### config.mk
export PLATFORM = sky130hd
export DESIGN_NAME = mem_port_arbiter
export DESIGN_NICKNAME = d
export VERILOG_FILES = /design/src/rtl/mem_port_arbiter.sv
export SDC_FILE = /design/constraint.sdc
export NUM_CORES = 1
export LEC_CHECK = 0
export ABC_AREA = 1
export ABC_CLOCK_PERIOD_IN_PS = 1900
export CORE_ASPECT_RATIO = 0.7
export CORE_MARGIN = 2
export CORE_UTILIZATION = 25
export DETAILED_ROUTE_END_ITERATION = 8
export GPL_TIMING_DRIVEN = 0
export PLACE_DENSITY = 0.65
export SYNTH_ARGS = -nofsm -noshare
export SYNTH_HDL_FRONTEND = slang
export SYNTH_SLANG_ARGS = --single-unit
### constraint.sdc
create_clock -name Clk -period 1.9 [get_ports Clk]
set_clock_uncertainty 0.2 [all_clocks]
set_input_delay 0.38 -clock Clk [delete_from_list [all_inputs] [get_ports Clk]]
set_output_delay 0.38 -clock Clk [all_outputs]
set_load 0.05 [all_outputs]
### src/rtl/mem_port_arbiter.sv
// Shares one fixed-latency memory port between instruction fetch and load/store.
// Round-robin arbitration on contention, with a registered memory interface and one-cycle done pulses.
module mem_port_arbiter #(
  parameter int ADDR_W        = 32,
  parameter int DATA_W        = 32,
  parameter int ACCESS_CYCLES = 3
) (
  input  logic                Clk,
  input  logic                Reset,
  input  logic                if_req,
  input  logic [ADDR_W-1:0]   if_addr,
  output logic                if_gnt,
  output logic                if_done,
  output logic [DATA_W-1:0]   if_rdata,
  input  logic                d_req,
  input  logic                d_we,
  input  logic [ADDR_W-1:0]   d_addr,
  input  logic [DATA_W-1:0]   d_wdata,
  input  logic [DATA_W/8-1:0] d_be,
  output logic                d_gnt,
  output logic                d_done,
  output logic [DATA_W-1:0]   d_rdata,
  output logic [ADDR_W-1:0]   mem_addr,
  output logic [DATA_W-1:0]   mem_wdata,
  output logic [DATA_W/8-1:0] mem_be,
  output logic                mem_ce,
  output logic                mem_oe,
  output logic                mem_we,
  input  logic [DATA_W-1:0]   mem_rdata,
  output logic                busy,
  output logic                owner
);

  localparam int         BE_W     = DATA_W / 8;
  localparam logic [3:0] CNT_INIT = 4'(ACCESS_CYCLES - 1);

  typedef enum logic [1:0] {IDLE, ACCESS, DONE} state_t;

  state_t     state, state_next;
  logic [3:0] cnt;

  always_ff @(posedge Clk) begin
    if (Reset) state <= IDLE;
    else       state <= state_next;
  end

  // On a tie the requester that did not own the last access wins.
  always_comb begin
    state_next = state;
    if_gnt     = 1'b0;
    d_gnt      = 1'b0;
    case (state)
      IDLE: begin
        if (!Reset) begin
          if (if_req && (!d_req || owner)) if_gnt = 1'b1;
          else if (d_req)                  d_gnt  = 1'b1;
        end
        if (if_gnt || d_gnt) state_next = ACCESS;
      end
      ACCESS:  if (cnt == 4'd0) state_next = DONE;
      DONE:    state_next = IDLE;
      default: state_next = IDLE;
    endcase
  end

  assign busy = (state != IDLE);

  // Enables drop on the edge into DONE so they are low while the done pulse is shown.
  always_ff @(posedge Clk) begin
    if (Reset) begin
      owner     <= 1'b1;
      cnt       <= 4'd0;
      mem_addr  <= '0;
      mem_wdata <= '0;
      mem_be    <= '0;
      mem_ce    <= 1'b0;
      mem_oe    <= 1'b0;
      mem_we    <= 1'b0;
      if_rdata  <= '0;
      d_rdata   <= '0;
      if_done   <= 1'b0;
      d_done    <= 1'b0;
    end else begin
      if_done <= 1'b0;
      d_done  <= 1'b0;
      case (state)
        IDLE: begin
          if (if_gnt) begin
            owner    <= 1'b0;
            mem_addr <= if_addr;
            mem_be   <= {BE_W{1'b1}};
            mem_ce   <= 1'b1;
            mem_oe   <= 1'b1;
            mem_we   <= 1'b0;
            cnt      <= CNT_INIT;
          end else if (d_gnt) begin
            owner     <= 1'b1;
            mem_addr  <= d_addr;
            mem_wdata <= d_wdata;
            mem_be    <= d_we ? d_be : {BE_W{1'b1}};
            mem_ce    <= 1'b1;
            mem_oe    <= !d_we;
            mem_we    <= d_we;
            cnt       <= CNT_INIT;
          end
        end
        ACCESS: begin
          if (cnt == 4'd0) begin
            mem_ce <= 1'b0;
            mem_oe <= 1'b0;
            mem_we <= 1'b0;
            if (!mem_we) begin
              if (owner) d_rdata  <= mem_rdata;
              else       if_rdata <= mem_rdata;
            end
            if (owner) d_done  <= 1'b1;
            else       if_done <= 1'b1;
          end else begin
            cnt <= cnt - 4'd1;
          end
        end
        default: ;
      endcase
    end
  end

endmodule

==> results.py, run 1 <==
metrics = {
    "sta": {
        "slew_headroom_pct": 49.7,
        "fin_ws_ps": -98.5,
        "report.final.slew_viol_count": 0,
        "timing.final.hold_violations": 0,
        "tightest_slew_ps": 755,
        "timing.final.crit_share_pct": 105,
        "grt_setup_unrepaired": "yes",
        "setup_viol": 2,
        "timing.final.crit_period_ps": 2000,
        "fin_tns_setup_ps": -140,
        "highest_attainable_clock_frequency_ghz": 0.500,
    },
    "routing": {
        "detail_route.iter0.violations": 304,
        "postRouteWirelength_mm": 20.6,
        "wirelength_met1_mm": 9.76,
        "wl_met3_mm": 1.67,
        "top_layer": "met5",
        "drt_first_pass_iters": 4,
        "route.detailed.vias_per_inst": 4.35,
        "drt.antenna.violating_nets": 0,
        "vias": 5759,
        "route.detailed.drc": 0,
        "wl_per_cell_um": 15.6,
        "met2WireLength_mm": 8.82,
    },
    "global_route": {
        "grt_max_degree": 19,
        "number_of_antenna_violations_at_the_first_check_in_global_routing": 1,
        "global_route.overflow_total": 0,
        "grt_pass1_wl_mm": 30.5,
        "first_global_vias": 5301,
        "grt_use_total_pct": 17.0,
    },
    "clock_tree": {
        "ctsHtreeMaxLevel": 4,
        "path_clk_slew_ps": 70,
        "cts_num_sinks": 144,
        "cts.root.buffer_cell": "sky130_fd_sc_hd__clkbuf_16",
        "cts_inserted_buffers": 17,
        "tritoncts": "yes",
        "cts_buffer_depth": 2,
        "clkLatencyLatePin_ps": 420,
    },
    "cells_and_area": {
        "antennaDiodeCount": 0,
        "area_growth_syn_to_layout_pct": 65.4,
        "layout-drive-gt1-share_pct": 17.5,
        "nFillCells": 2188,
        "final_nets": 1167,
    },
    "power_and_ir_drop": {
        "power.density_nw_per_um2": 1110,
        "worst_ir_drop_vdd_mv": 0.689,
        "total_leakage_power_nw": 3.85,
    },
    "synthesis": {
        "post-synth-top-count-cell": "sky130_fd_sc_hd__nand2_1",
        "synth.lib_cells_used.distinct": 21,
        "synthDominantAreaCellType": "sky130_fd_sc_hd__dfxtp_1",
        "mappedNetlistNets": 863,
        "synth_async_sr_flop_share_pct": 0,
        "synthesis.area_per_instance_um2": 7.79,
        "synthesis.instances": 724,
        "post_synth_most_frequent_cells": "sky130_fd_sc_hd__nand2_1 (167), sky130_fd_sc_hd__dfxtp_1 (144), sky130_fd_sc_hd__nor2_1 (108)",
        "postSynth.topFlopCell": "sky130_fd_sc_hd__dfxtp_1",
        "post_synth_main_area_contributors": "sky130_fd_sc_hd__dfxtp_1 (51%), sky130_fd_sc_hd__nand2_1 (11%), sky130_fd_sc_hd__nor2_1 (7.2%)",
        "netlist.area_leader.share_pct": 51.1,
        "synth.yosys.seq_area_share_pct": 51.1,
        "synthesis.area_um2": 5640,
        "number_of_synthesized_flops_with_an_enable_pin": 0,
        "synth-seq-cells": 144,
        "ys_warn_count": 0,
    },
    "placement": {
        "place.gp.congestion": 0.813,
        "place.port_buffers": 276,
        "hpwl_mm": 15.4,
        "place_worst_setup_slack_ps": -1220,
    },
    "setup_path": {
        "worst-endpoint-required_ps": 1320,
        "critical_path.max_fanout": 3,
        "worst_path_largest_cell_delay_ps": 360,
        "critPathArrivalTime_ps": 1420,
        "setup.worst_path.end_class": "output pin",
        "timing.setup.critical_path_class": "reg2out",
        "critPathTopFamily": "flip-flops",
        "worst-path-buf-inv": 3,
        "ff2ff_path_depth": 10,
        "critical_path.reg2reg.endpoint": "mem_addr[13]",
        "regToRegSetupSlack_ps": 70,
        "path_cells": "buf_6 -> nor2_4 -> nand4_4 -> inv_8 -> buf_8",
        "crit-reg2reg-launch": "state[1]",
        "timing.critical_path.from_type": "register",
        "critical_path.slowest_cell": "sky130_fd_sc_hd__dfxtp_4",
    },
    "outcome": {
        "outcome": "finished, violations left",
        "failed_checks": "setup timing",
    },
    "worst_hold_path": {
        "worstHoldStart": "Reset",
        "hp-class": "in2reg",
        "worst_hold_path.num_cells": 5,
        "hold-path-endpoint": "cnt[1]",
    },
    "floorplanning": {
        "dieArea_um2": 23800,
        "floorplan.initialDensity_pct": 25.7,
        "std_cell_rows": 45,
        "io_pins": 278,
        "dieHeight_um": 130,
        "fp.coreArea_um2": 21900,
        "floorplan.die.width_um": 184,
    },
    "flow_run": {
        "timing.max_cap.violations": 0,
    },
}
-- state kept, by name, summed over array words and instances (netlist names) --
signal and cells:
cnt 4, d_done 1, d_rdata 32, if_done 1
if_rdata 32, mem_addr 32, mem_be 4, mem_ce 1
mem_oe 1, mem_wdata 32, mem_we 1, owner 1
state 2
-- layout make-up --
class                           instances  area, um2  area share [%]
Sequential cell                       144       2890            31.0
Clock buffer                           18        439            4.71
Tap cell                              282        353            3.78
Buffer                                 46        318            3.41
Multi-Input combinational cell        484       2280            24.5
Inverter                               47        195            2.09
Clock inverter                         14        204            2.19
Timing Repair Buffer                  288       2640            28.3
-- power breakdown --
part | switching, mW | total, mW | internal (mW)
combinational | 2.12 | 3.19 | 1.06
clock | 1.43 | 3.69 | 2.26
sequential | 0.163 | 3.49 | 3.33
-- worst max path at each step --
stage / from / end / cells after the start
CTS: state[1] / d_gnt / 7
global placement: d_req / d_gnt / 8
global route: state[1] / if_gnt / 5
finish: state[1] / if_gnt / 5
floorplan: owner / d_gnt / 7
detailed placement: d_req / d_gnt / 8
-- worst min-delay path, stage by stage --
cell,delay [ps]
sky130_fd_sc_hd__buf_6,90
sky130_fd_sc_hd__clkinv_2,70
sky130_fd_sc_hd__buf_6,140
sky130_fd_sc_hd__nand2_1,70
sky130_fd_sc_hd__a21oi_1,30
-- cell families after synthesis --
| group | share of synthesized area [%] |
|---|---|
| and+or+nand+nor | 27.1 |
| DFF | 51.1 |
| AOI/OAI and AO/OA | 12.3 |
| buffers and inverters | 8.96 |
| adders and majority gates | 0.444 |
-- layout by cell type (no fill, tap or decap), drive strengths merged --
cell type and count:
nor3 2, clkdlybuf4s50 133, ha 2, clkbuf 84, a22o 32, o21ai 7
buf 45, dfxtp 144, bufinv 4, clkdlybuf4s15 85, nand4 3, nand2 180
clkinv 6, clkinvlp 2, nor2 110, inv 49, a21oi 76, dlygate4sd2 5
nand3 72
-- metal layers --
metal,up-vias,GRT usage (%)
met1,2608,22.8
met5,-,0
met4,2,5.13
met2,179,25.0
met3,26,6.75
li1,2944,-
-- repair_timing --
item / 4_1_cts / 5_1_grt
hold buffers: 0 / 0
resized for setup: 278 / 137
setup endpoints to repair: 172 / 198
pin swaps: 3 / 4
buffers inserted: 6 / 6
-- per-stage QoR --
stage | utilization, % | hold slack [ps] | total power, mW | area (um2) | cells
2_1_floorplan | - | 296 | 5.56 | 5640 | 724
4_1_cts | 43.1 | 180 | 10.4 | 9440 | 1318
3_3_place_gp | 40.0 | 249 | 6.77 | 8760 | 1282
3_5_place_dp | 40.0 | 254 | 6.79 | 8760 | 1282
6_report | 42.6 | 202 | 10.4 | 9330 | 1323
5_1_grt | 42.6 | 216 | 10.9 | 9330 | 1323
Power figures use the tool's default switching activity.
==> run 2: changes to the inputs <==
- PLACE_DENSITY: 0.65 -> unset
- RECOVER_POWER: unset -> 100
- SKIP_LAST_GASP: unset -> 1
==> run 2 against run 1 <==
  * The run still ends with setup timing left
  * Critical path depth rose by 1
  * Sequential power barely moved
  * Register-to-register slack improved by 20 ps
  * Count of clock-buffer cells in the layout rose by 1
  * Fmax rose by 4.7%
  * Core utilization fell by 0.074 points
  * Hold slack improved by 33 ps
  * Final cell count barely moved
  * Setup slack improved by 90 ps
  * Routed wire length fell by 1.2%
==> results.py, run 2 (synthesis gave the netlist of run 1 again) <==
metrics = {
    "worst_hold_path": {
        "hp-class": "in2reg",
    },
    "cells_and_area": {
        "fin_area_um2": 9310,
        "most_common_library_cell_in_the_layout_ignoring_fill_and_taps": "sky130_fd_sc_hd__nand2_1",
        "final_nets": 1166,
        "layout-drive-gt1-share_pct": 15.7,
        "finalCoreUtilization_pct": 42.5,
        "area_growth_syn_to_layout_pct": 65.1,
        "mostFrequentLayoutCells": "sky130_fd_sc_hd__nand2_1 (161), sky130_fd_sc_hd__dfxtp_1 (141), sky130_fd_sc_hd__clkdlybuf4s50_1 (133)",
        "nFillCells": 2231,
    },
    "routing": {
        "route.detailed.drc": 0,
        "detail_route.iter0.violations": 244,
        "vias": 5743,
        "drt.antenna.violating_nets": 0,
        "postRouteWirelength_mm": 20.3,
        "wl_per_cell_um": 15.3,
        "drt_first_pass_iters": 4,
        "route.detailed.vias_per_inst": 4.34,
    },
    "setup_path": {
        "regToRegSetupSlack_ps": 90,
        "critical_path.reg2reg.endpoint": "if_rdata[10]",
        "cp-startpoint": "state[1]",
        "critPathArrivalTime_ps": 1330,
        "timing.setup.critical_path_class": "reg2out",
        "worst_setup_path_endpoint": "d_gnt",
        "ff2ff_path_depth": 9,
        "timing.critical_path.from_type": "register",
        "worst-endpoint-required_ps": 1320,
        "crit-reg2reg-launch": "state[1]",
        "critical_path.max_fanout": 4,
        "setup.worst_path.end_class": "output pin",
    },
    "flow_run": {
        "timing.max_cap.violations": 0,
    },
    "clock_tree": {
        "path_clk_slew_ps": 60,
        "cts_num_sinks": 144,
        "cts_inserted_buffers": 17,
        "cts.root.buffer_cell": "sky130_fd_sc_hd__clkbuf_16",
        "ctsHtreeMaxLevel": 4,
        "tritoncts": "yes",
        "clkLatencyLatePin_ps": 410,
        "cts.hold.buffers_added": 0,
        "cts_buffer_depth": 2,
    },
    "floorplanning": {
        "floorplan.die.width_um": 184,
        "fp.coreArea_um2": 21900,
        "dieHeight_um": 130,
        "io_pins": 278,
        "floorplan.initialDensity_pct": 25.7,
        "std_cell_rows": 45,
        "dieArea_um2": 23800,
    },
    "global_route": {
        "first_global_vias": 5343,
        "number_of_antenna_violations_at_the_first_check_in_global_routing": 2,
        "global_route.overflow_total": 0,
        "grt_max_degree": 19,
        "grt_use_total_pct": 16.9,
        "grt_pass1_wl_mm": 30.7,
    },
    "sta": {
        "timing.final.crit_share_pct": 100,
        "timing.final.crit_period_ps": 1910,
        "fin_ws_ps": -8.22,
        "slew_headroom_pct": 55.2,
        "setup_viol": 1,
        "report.final.slew_viol_count": 0,
        "grt_setup_unrepaired": "yes",
        "timing.final.hold_violations": 0,
        "highest_attainable_clock_frequency_ghz": 0.524,
        "tightest_slew_ps": 672,
    },
    "power_and_ir_drop": {
        "seqPwrFrac_pct": 35.2,
        "total_leakage_power_nw": 3.90,
        "internal_power_mw": 6.27,
        "power.share.clock_pct": 32.7,
        "worst_ir_drop_vdd_mv": 0.640,
        "p_sw_share_pct": 37.0,
        "power.density_nw_per_um2": 1070,
        "p_comb_share_pct": 32.1,
        "switchingPower_mw": 3.68,
    },
    "placement": {
        "placement.cell_area_um2": 8760,
        "place.port_buffers": 276,
        "hpwl_mm": 15.5,
        "place.gp.congestion": 0.797,
    },
    "outcome": {
        "outcome": "finished, violations left",
        "failed_checks": "setup timing",
    },
}
## run 2: worst min path at each step
stage	start	endpoint	cells after the start
3_3_place_gp	if_rdata[20]	if_rdata[20]	2
6_report	Reset	cnt[1]	5
4_1_cts	Reset	cnt[3]	5
5_1_grt	Reset	cnt[3]	5
3_5_place_dp	mem_wdata[30]	mem_wdata[30]	1
2_1_floorplan	cnt[1]	cnt[1]	2
## run 2: routing by layer
| metal | routed length [um] | part of all wire [%] | track usage [%] |
|---|---|---|---|
| met1 | 9950 | 49 | 23.9 |
| met2 | 8680 | 43 | 24.2 |
| met3 | 1520 | 7.5 | 6.01 |
| met4 | 162 | 0.80 | 4.28 |
| met5 | 0 | 0 | 0 |
## run 2: repair_timing
item / 4_1_cts / 5_1_grt
setup endpoints to repair: 171 / 240
pin swaps: 2 / 3
cloned: 0 / 0
resized for setup: 221 / 173
hold endpoints to repair: 0 / 0
buffers inserted: 4 / 7
## run 2: stage by stage
step	hold slack, ps	TNS (ps)	std cells	power (mW)	worst slack, ps
2_1_floorplan	296	0	724	5.56	116
3_3_place_gp	248	-22000	1282	6.77	-1200
3_5_place_dp	253	-21700	1282	6.79	-1180
4_1_cts	226	-803	1316	9.95	-237
5_1_grt	244	-174	1323	10.5	-81.3
6_report	235	-8.22	1324	9.95	-8.22
## run 2: power by group through the flow
stage	Sequential [mW]	Clock (mW)	Combinational, mW
after global routing	3.54	3.49	3.45
after detailed placement	3.55	0	3.24
after CTS	3.49	3.35	3.12
after floorplan	4.46	0	1.10
after global placement	3.54	0	3.23
final	3.50	3.25	3.20
## run 2: critical path: stages (launching register included)
cell and delay [ps]:
sky130_fd_sc_hd__dfxtp_4 370, sky130_fd_sc_hd__inv_4 70, sky130_fd_sc_hd__nand2_4 50, sky130_fd_sc_hd__nor2_4 110, sky130_fd_sc_hd__nand2_4 90, sky130_fd_sc_hd__inv_8 90, sky130_fd_sc_hd__buf_12 130
## run 2: cell type report
type                       instances  area (um2)  share of cell area (%)
antenna                            2        5.00                  0.0538
clock inverter                    13         130                    1.40
timing repair buffer             287        2650                    28.4
inverter                          47         198                    2.12
multi-input combinational        484        2310                    24.8
tap                              282         353                    3.79
clock buffer                      19         443                    4.76
buffer                            46         335                    3.60
sequential                       144        2890                    31.1
==> run 3: changes to the inputs <==
--- a/config.mk
+++ b/config.mk
@@ -11,4 +11,5 @@
 export CORE_MARGIN = 2
 export CORE_UTILIZATION = 25
+export CTS_CLUSTER_SIZE = 30
 export DETAILED_ROUTE_END_ITERATION = 8
 export GPL_TIMING_DRIVEN = 0
==> constraint.sdc (replaced) <==
create_clock -name Clk -period 1.9 [get_ports Clk]
set_clock_uncertainty 0.2 [all_clocks]
set_input_delay 0.38 -clock Clk [delete_from_list [all_inputs] [get_ports Clk]]
set_output_delay 0.38 -clock Clk [all_outputs]
set_load 0.02 [all_outputs]
==> run 3 against run 2 <==
  * The run now ends clean
  * Non-clock buffer count grew 1
  * Count of clock-buffer cells in the layout grew 2
  * Via count grew 1.3%
  * Critical path type unchanged
  * Critical endpoint unchanged
==> results.py, run 3 (synthesis gave the netlist of run 1 again) <==
metrics = {
    "outcome": {
        "outcome": "complete, no violations",
    },
    "routing": {
        "wl_per_cell_um": 15.6,
        "postRouteWirelength_mm": 20.6,
        "vias": 5815,
        "route.detailed.drc": 0,
        "detail_route.iter0.violations": 267,
        "route.detailed.vias_per_inst": 4.40,
        "drt.antenna.violating_nets": 0,
        "drt_first_pass_iters": 5,
    },
    "clock_tree": {
        "clkLatencyLatePin_ps": 410,
        "cts_buffer_depth": 2,
        "path_clk_slew_ps": 60,
        "cts_inserted_buffers": 17,
        "tritoncts": "yes",
        "cts.hold.buffers_added": 0,
        "cts.root.buffer_cell": "sky130_fd_sc_hd__clkbuf_16",
        "ctsHtreeMaxLevel": 4,
        "cts_num_sinks": 144,
    },
    "sta": {
        "timing.final.hold_violations": 0,
        "tightest_slew_ps": 673,
        "worst_hold_slack_ps": 239,
        "timing.final.crit_share_pct": 99.5,
        "setup_viol": 0,
        "grt_setup_unrepaired": "yes",
        "timing.final.crit_period_ps": 1890,
        "highest_attainable_clock_frequency_ghz": 0.529,
        "slew_headroom_pct": 55.1,
        "report.final.slew_viol_count": 0,
    },
    "cells_and_area": {
        "final_cell_count_without_fillers": 1323,
        "layout-drive-gt1-share_pct": 11.0,
        "fin_area_um2": 9330,
        "nFillCells": 2255,
        "area_growth_syn_to_layout_pct": 65.4,
        "most_common_library_cell_in_the_layout_ignoring_fill_and_taps": "sky130_fd_sc_hd__nand2_1",
        "final_nets": 1167,
        "mostFrequentLayoutCells": "sky130_fd_sc_hd__nand2_1 (163), sky130_fd_sc_hd__dfxtp_1 (141), sky130_fd_sc_hd__dlygate4sd2_1 (141)",
        "antennaDiodeCount": 0,
        "finalCoreUtilization_pct": 42.6,
    },
    "floorplanning": {
        "dieArea_um2": 23800,
        "std_cell_rows": 45,
        "floorplan.die.width_um": 184,
        "dieHeight_um": 130,
        "io_pins": 278,
        "fp.coreArea_um2": 21900,
        "floorplan.initialDensity_pct": 25.7,
    },
    "global_route": {
        "grt_pass1_wl_mm": 31.0,
        "number_of_antenna_violations_at_the_first_check_in_global_routing": 1,
        "grt_use_total_pct": 17.1,
        "grt_max_degree": 17,
        "first_global_vias": 5411,
        "global_route.overflow_total": 0,
    },
    "setup_path": {
        "regToRegSetupSlack_ps": 100,
        "setup.worst_path.end_class": "output pin",
        "timing.critical_path.from_type": "register",
        "worst-endpoint-required_ps": 1320,
        "ff2ff_path_depth": 12,
        "crit-reg2reg-launch": "state[1]",
        "critPathArrivalTime_ps": 1310,
        "timing.setup.critical_path_class": "reg2out",
        "critical_path.reg2reg.endpoint": "mem_addr[15]",
        "critical_path.max_fanout": 4,
    },
    "power_and_ir_drop": {
        "power.density_nw_per_um2": 996,
        "total_leakage_power_nw": 4.28,
        "worst_ir_drop_vdd_mv": 0.649,
    },
    "worst_hold_path": {
        "hp-class": "in2reg",
        "worstHoldStart": "Reset",
        "hold-path-endpoint": "cnt[3]",
        "worst_hold_path.num_cells": 5,
    },
    "placement": {
        "hpwl_mm": 15.5,
        "place.port_buffers": 276,
        "place.gp.congestion": 0.816,
        "place_inst": 1282,
        "placement.cell_area_um2": 8750,
    },
    "flow_run": {
        "timing.max_cap.violations": 0,
    },
}
run 3: how the worst max path moves through the flow:
stage | depth (start not counted) | from | endpoint
6_report | 6 | state[1] | d_gnt
5_1_grt | 6 | state[1] | d_gnt
3_5_place_dp | 8 | d_req | d_gnt
3_3_place_gp | 8 | d_req | d_gnt
4_1_cts | 7 | state[1] | d_gnt
2_1_floorplan | 7 | owner | d_gnt
run 3: layer usage:
layer | share of wire [%] | GRT usage [%] | vias to the layer above
li1 | - | - | 2948
met1 | 50 | 24.0 | 2684
met2 | 43 | 25.7 | 169
met3 | 6.7 | 5.99 | 12
met4 | 0.50 | 2.82 | 2
met5 | 0.063 | 0 | -
run 3: repair_timing:
action                                  4_1_cts  5_1_grt
setup buffers                                 4        8
endpoints found under the setup margin      174      106
hold endpoints to repair                      0        0
gates cloned                                  0        0
pin swaps                                     3        5
resized for setup                           172       38
run 3: metrics by stage:
step / power, mW / setup slack, ps / setup TNS [ps]
finish: 9.29 / 10.3 / 0
detailed placement: 6.17 / -1000 / -20480
global route: 9.82 / -69.3 / -245
floorplan: 4.93 / 171 / 0
global placement: 6.15 / -1020 / -21440
CTS: 9.32 / -167 / -1290
run 3: power by group:
part           total, mW  internal, mW  leakage (nW)  switching [mW]
Clock               3.27          1.92         0.272            1.35
Sequential          3.48          3.33          1.17           0.154
Combinational       2.54          1.04          2.84            1.50
run 3: final cells by class:
cell class / count / area [um2] / share of cell area, %
flip-flops and latches: 144 / 2890 / 31.0
repair buffers: 288 / 2680 / 28.8
multi-input cells: 484 / 2300 / 24.7
clock buffers: 21 / 470 / 5.04
well taps: 282 / 353 / 3.78
plain buffers: 46 / 323 / 3.46
inverters: 47 / 198 / 2.12
clock inverters: 11 / 105 / 1.13
run 3: worst max-delay path, stage by stage, from the launching register on:
cell and delay (ps):
sky130_fd_sc_hd__dfxtp_4 360, sky130_fd_sc_hd__inv_4 70, sky130_fd_sc_hd__nand2_4 60, sky130_fd_sc_hd__nor2_4 120, sky130_fd_sc_hd__nand2_4 90, sky130_fd_sc_hd__inv_8 90, sky130_fd_sc_hd__buf_6 110
